**src/rtl/map_loader_pkg.sv**
```systemverilog
// Shared map geometry, default base address and loader state encoding.
// Imported by map_row_packer and map_loader.
package map_loader_pkg;

   localparam int MAP_WIDTH  = 7;
   localparam int H_ROWS_DEF = 8;
   localparam int V_ROWS_DEF = 7;
   localparam logic [9:0] MAP_BASE = 10'h000;

   typedef enum logic [2:0] {
      S_IDLE,
      S_LOAD_H,
      S_LOAD_V,
      S_VERIFY,
      S_DONE
   } state_t;

endpackage

```
**src/rtl/map_loader_row_packer.sv**
```systemverilog
// Combinational row packer: bit-reverses a ROM row into a memory word.
// Ports: sel_v (1 = vertical row), hrow, vrow in; word out.
import map_loader_pkg::*;

module map_row_packer (
   input  logic                 sel_v,
   input  logic [MAP_WIDTH-1:0] hrow,
   input  logic [MAP_WIDTH:0]   vrow,
   output logic [7:0]           word
);

   // Column 0 of a row lands on the most significant used bit.
   always_comb begin
      word = '0;
      if (sel_v) begin
         for (int i = 0; i <= MAP_WIDTH; i++)
            word[MAP_WIDTH-i] = vrow[i];
      end else begin
         for (int i = 0; i < MAP_WIDTH; i++)
            word[MAP_WIDTH-1-i] = hrow[i];
      end
   end

endmodule

```
**src/rtl/map_loader.sv**
```systemverilog
// Map memory loader: copies wall ROMs into map memory on a start pulse.
// Ports: clk, rst, start; hmap/vmap ROM addr/data; mem_addr/din/we/dout;
// busy, done, err. Macro MAP_LOADER_VERIFY_EN adds a read-back pass.
import map_loader_pkg::*;

module map_loader #(
   parameter logic [9:0] BASE_ADDR = MAP_BASE,
   parameter int         H_ROWS    = H_ROWS_DEF,
   parameter int         V_ROWS    = V_ROWS_DEF
) (
   input  logic                 clk,
   input  logic                 rst,
   input  logic                 start,
   output logic [3:0]           hmap_addr,
   input  logic [MAP_WIDTH-1:0] hmap_data,
   output logic [3:0]           vmap_addr,
   input  logic [MAP_WIDTH:0]   vmap_data,
   output logic [9:0]           mem_addr,
   output logic [7:0]           mem_din,
   output logic                 mem_we,
   input  logic [7:0]           mem_dout,
   output logic                 busy,
   output logic                 done,
   output logic                 err
);

   localparam logic [3:0] H_LAST = 4'(H_ROWS - 1);
   localparam logic [3:0] V_LAST = 4'(V_ROWS - 1);
   localparam logic [3:0] H_CNT  = 4'(H_ROWS);
   localparam logic [3:0] N_ROWS = 4'(H_ROWS + V_ROWS);
   localparam logic [9:0] V_OFF  = 10'(H_ROWS);

   state_t     state, state_n;
   logic [3:0] r, r_n;
   logic [3:0] h_hold, v_hold;
   logic       h_sel, v_sel, sel_v;
   logic [3:0] v_idx;
   logic [7:0] word;

   map_row_packer u_pack (
      .sel_v (sel_v),
      .hrow  (hmap_data),
      .vrow  (vmap_data),
      .word  (word)
   );

   // ROM addresses follow the counter while a row is selected, else hold.
   assign hmap_addr = h_sel ? r : h_hold;
   assign vmap_addr = v_sel ? v_idx : v_hold;
   assign mem_din   = mem_we ? word : 8'h00;

   always_ff @(posedge clk) begin
      if (rst) begin
         state  <= S_IDLE;
         r      <= '0;
         h_hold <= '0;
         v_hold <= '0;
      end else begin
         state <= state_n;
         r     <= r_n;
         if (h_sel) h_hold <= r;
         if (v_sel) v_hold <= v_idx;
      end
   end

   always_comb begin
      state_n  = state;
      r_n      = r;
      busy     = 1'b0;
      done     = 1'b0;
      mem_we   = 1'b0;
      mem_addr = BASE_ADDR;
      h_sel    = 1'b0;
      v_sel    = 1'b0;
      sel_v    = 1'b0;
      v_idx    = r;
      unique case (state)
         S_IDLE: begin
            if (start) begin
               state_n = S_LOAD_H;
               r_n     = '0;
            end
         end
         S_LOAD_H: begin
            busy     = 1'b1;
            mem_we   = 1'b1;
            h_sel    = 1'b1;
            mem_addr = BASE_ADDR + {6'd0, r};
            if (r == H_LAST) begin
               state_n = S_LOAD_V;
               r_n     = '0;
            end else begin
               r_n = r + 4'd1;
            end
         end
         S_LOAD_V: begin
            busy     = 1'b1;
            mem_we   = 1'b1;
            v_sel    = 1'b1;
            sel_v    = 1'b1;
            mem_addr = BASE_ADDR + V_OFF + {6'd0, r};
            if (r == V_LAST) begin
`ifdef MAP_LOADER_VERIFY_EN
               state_n = S_VERIFY;
`else
               state_n = S_DONE;
`endif
               r_n = '0;
            end else begin
               r_n = r + 4'd1;
            end
         end
         S_VERIFY: begin
            // r walks the flat image 0..N_ROWS-1, then one drain cycle.
            busy     = 1'b1;
            mem_addr = BASE_ADDR + {6'd0, r};
            if (r < H_CNT) begin
               h_sel = 1'b1;
            end else if (r < N_ROWS) begin
               v_sel = 1'b1;
               sel_v = 1'b1;
               v_idx = r - H_CNT;
            end
            if (r == N_ROWS) begin
               state_n = S_DONE;
            end else begin
               r_n = r + 4'd1;
            end
         end
         S_DONE: begin
            done    = 1'b1;
            state_n = S_IDLE;
         end
         default: state_n = S_IDLE;
      endcase
   end

`ifdef MAP_LOADER_VERIFY_EN
   logic [7:0] exp_q;
   logic       exp_v;
   logic       err_q;

   // Memory read data lags the address by one cycle, so the expected
   // word is delayed to line up with mem_dout.
   always_ff @(posedge clk) begin
      if (rst) begin
         exp_q <= '0;
         exp_v <= 1'b0;
         err_q <= 1'b0;
      end else begin
         exp_q <= word;
         exp_v <= (state == S_VERIFY) && (r != N_ROWS);
         if (state == S_IDLE && start)
            err_q <= 1'b0;
         else if (exp_v && mem_dout != exp_q)
            err_q <= 1'b1;
      end
   end

   assign err = err_q;
`else
   logic unused_dout;
   assign unused_dout = ^mem_dout;
   assign err = 1'b0;
`endif

endmodule
```
**config.mk**
```make
export PLATFORM = sky130hd
export DESIGN_NAME = map_loader
export DESIGN_NICKNAME = d
export VERILOG_FILES = /design/src/rtl/map_loader_pkg.sv /design/src/rtl/map_loader_row_packer.sv /design/src/rtl/map_loader.sv
export SDC_FILE = /design/constraint.sdc
export NUM_CORES = 1
export LEC_CHECK = 0
export ABC_AREA = 1
export BUFFER_PORTS_ARGS = -buffer_cell sky130_fd_sc_hd__buf_2
export CORE_UTILIZATION = 40
export DETAILED_ROUTE_END_ITERATION = 6
export HOLD_SLACK_MARGIN = 0.08
export PLACE_DENSITY = 0.73
export SYNTH_ARGS = -nofsm -noshare
export SYNTH_HDL_FRONTEND = slang
export SYNTH_SLANG_ARGS = --single-unit
export TNS_END_PERCENT = 50
```
**constraint.sdc**
```tcl
create_clock -name clk -period 1.6 [get_ports clk]
set_input_delay 0 -clock clk [delete_from_list [all_inputs] [get_ports clk]]
set_output_delay 0 -clock clk [all_outputs]
set_load 0.02 [all_outputs]
```
==> metrics.yaml <==
status:
  status: "complete, but fails checks"
  violations: "setup timing"
layout:
  drive_above_1_share_pct: 37.9
  syn_to_final_growth_pct: 41.8
  final_util_pct: 59.5
  multi_input_area_um2: 634
  nets: 253
  nFillCells: 259
  regArea_um2: 307
  diodes: 0
  stdcell_count: 254
clocking:
  clkLatencyLatePin_ns: 0.29
  root_buffer: "clkbuf_4"
  htree_levels: 1
  cts_made_buffers: 3
  cts_buffer_depth: 2
  cts_sinks: 15
  cts_tree: "done"
  clk_pin_slew_ns: 0.10
min_path:
  worst_hold_path.endpoint: "r[3]"
  whs_path_depth: 6
  hp-class: "in -> reg"
  min_from: "start"
timing:
  tns_ns: -0.236
  period_share_pct: 103
  slew_viol_final: 0
  final.setup_skew_ns: 0.00898
  min_period_ns: 1.65
  setup_viol: 9
  layout_setup_ws_ns: -0.0502
  rsz0062_at_grt: "true"
  finalHoldViolCount: 0
  timing.fmax_ghz: 0.606
placed_design:
  dp.cells: 245
  dp_hpwl_mm: 1.80
  portBuffers: 41
  place_ws_ns: 0.124
  gp_congestion: 0.840
worst_setup_path:
  worstSetupPathType: "reg -> out"
  critPathSlowestCell: "dfxtp_2"
  timing.rr.start: "r[0]"
  crit_top_cell: "nand2_2"
  path_delay_family: "flip-flops"
  cp_num_buf_inv: 2
  reg2reg_slack_ns: 0.18
  reg2reg_to: "state[1]"
  cp-end-kind: "output port"
  reg2reg_depth: 11
  crit_fanout: 8
  path_cells: "ha_4, nand2_2, nand2_2, o21ai_4, buf_6, o21ai_2, nor2_1, buf_4"
  startpoint_type: "register"
  required_ns: 1.60
  max_stage_delay_ns: 0.35
  worst-endpoint-arrival_ns: 1.65
  crit_cells: 8
floorplanning:
  initial_utilization_pct: 41.9
  dieArea_mm2: 0.00278
  rows: 18
  core_area_mm2: 0.00245
  die_w_um: 52.7
  num_io_pins: 56
  die_y_um: 52.7
yosys:
  seq_area_frac_synth_pct: 29.2
  yosysMostFrequentCell: "nor2_1"
  ys_types: 23
  synthMuxAreaShare_pct: 0
  async_reset_ff_share_pct: 0
  synth_edf_count: 0
  synth_top_family_by_area: "simple AND/OR/NAND/NOR gates"
  yosysTopAreaCell: "dfxtp_1"
  syn_area_mm2: 0.00103
  synth.area.top_cells: "dfxtp_1 29%, nor2_1 16%, inv_1 11%"
  synth-warning-count: 0
  synthSimpleGateAreaFrac_pct: 37.1
  synthAdderAreaFrac_pct: 2.43
  avgSynthCellArea_um2: 5.92
  synth_commonest_cells: "44 x nor2_1, 30 x inv_1, 27 x nand2_1, 15 x dfxtp_1, 13 x o21ai_0"
  ys.flop_type: "dfxtp_1"
  ys_seq_elements: 15
  synth-compound-area-share_pct: 11.4
  synth-xor-area-share_pct: 0.851
  synth_cells: 174
  synth_top_area_share_pct: 29.2
pwr:
  leakage_nw: 0.796
  p_per_area_mw_per_mm2: 2180
  finalPower_mw: 3.18
  vdd_drop_max_uv: 1520
route:
  via_per_inst: 4.60
  finalWirelength_mm: 2.58
  wire_per_inst_um: 10.1
  drtPass1Iterations: 4
  drc: 0
  via_count: 1169
  drt_iter0_markers: 20
  ant_nets: 0
global_routing:
  gr-total-overflow: 0
  antenna_found_initial: 0
  grt_pass1_wl_mm: 3.86
  grt_pass1_vias: 923
  grt_max_degree: 12
  grtUsageTotal_pct: 19.3
job:
  cap_violations: 0
logic make-up after synthesis:
logic type                 Yosys count
and+or+nand+nor                     91
buffers and inverters               42
AOI/OAI and AO/OA                   22
DFF                                 15
adders and majority gates            2
xor gates and xnor gates             1
other                                1
metrics by stage:
stage                     instance area (um2)  hold WS, ns
after floorplan                          1050        0.147
after global placement                   1260        0.323
after detailed placement                 1260        0.330
after CTS                                1370        0.194
after global routing                     1460        0.247
final                                    1460        0.197
power breakdown:
part / switching [mW] / internal [mW]
Sequential: 0.114 / 0.515
Clock: 0.126 / 0.0969
Combinational: 1.45 / 0.881
layer usage:
layer / up-vias / global-route usage (%) / wire [um] / part of all wire [%]
met5: - / 0 / 0 / 0
met4: 0 / 9.65 / 67 / 2.6
met3: 9 / 3.48 / 104 / 4.0
met2: 30 / 30.8 / 1200 / 47
met1: 517 / 24.4 / 1200 / 47
li1: 613 / - / - / -
how the worst max path moves through the flow:
stage	slack, ns	to	startpoint
detailed placement	0.12	vmap_addr[0]	r[0]
finish	-0.05	mem_din[4]	r[1]
CTS	-0.009	vmap_addr[0]	r[0]
global route	-0.13	mem_din[4]	r[1]
global placement	0.17	vmap_addr[0]	r[0]
floorplan	0.17	mem_din[0]	r[0]
placed cells by master, fill, tap and decap left out, types with 2 or more instances in the layout:
cell type and n:
nor2_2 2, nand3_2 2, dfxtp_2 5, inv_1 27
nand2_2 6, inv_2 4, o21ai_2 5, conb_1 6
clkbuf_4 3, nand2_1 21, o21ai_0 8, a21oi_1 4
nor2_4 2, buf_4 14, nor2_1 42, o21ai_1 3
buf_6 6, nand3_1 12, buf_2 30, dfxtp_1 10
state kept, by name (all words and copies together) (netlist names):
name	cells
r	4
v_hold	4
state	3
h_hold	4
final cells by class:
type / instances / share of cell area, %
multi-input cells: 122 / 43.4
flip-flops and latches: 15 / 21.0
clock buffers: 4 / 1.80
repair buffers: 51 / 22.8
well taps: 30 / 2.57
inverters: 32 / 8.40
what timing repair did:
action                                  4_1_cts  5_1_grt
resized for setup                            25       26
endpoints found under the setup margin       15       17
pin swaps                                     1        5
hold buffers                                  1        0
setup buffers                                 1        3
endpoints found under the hold margin         9        0
worst register-to-register path, stage by stage (launching register included):
cell	delay, ns
dfxtp_2	0.35
buf_4	0.14
inv_2	0.08
ha_1	0.17
inv_1	0.04
nor2_1	0.10
nor2_1	0.05
nor2_2	0.12
nand2_1	0.11
nand2_1	0.07
nand2_1	0.04
nor2_1	0.08
No activity file was read; power rests on OpenSTA's default activity.
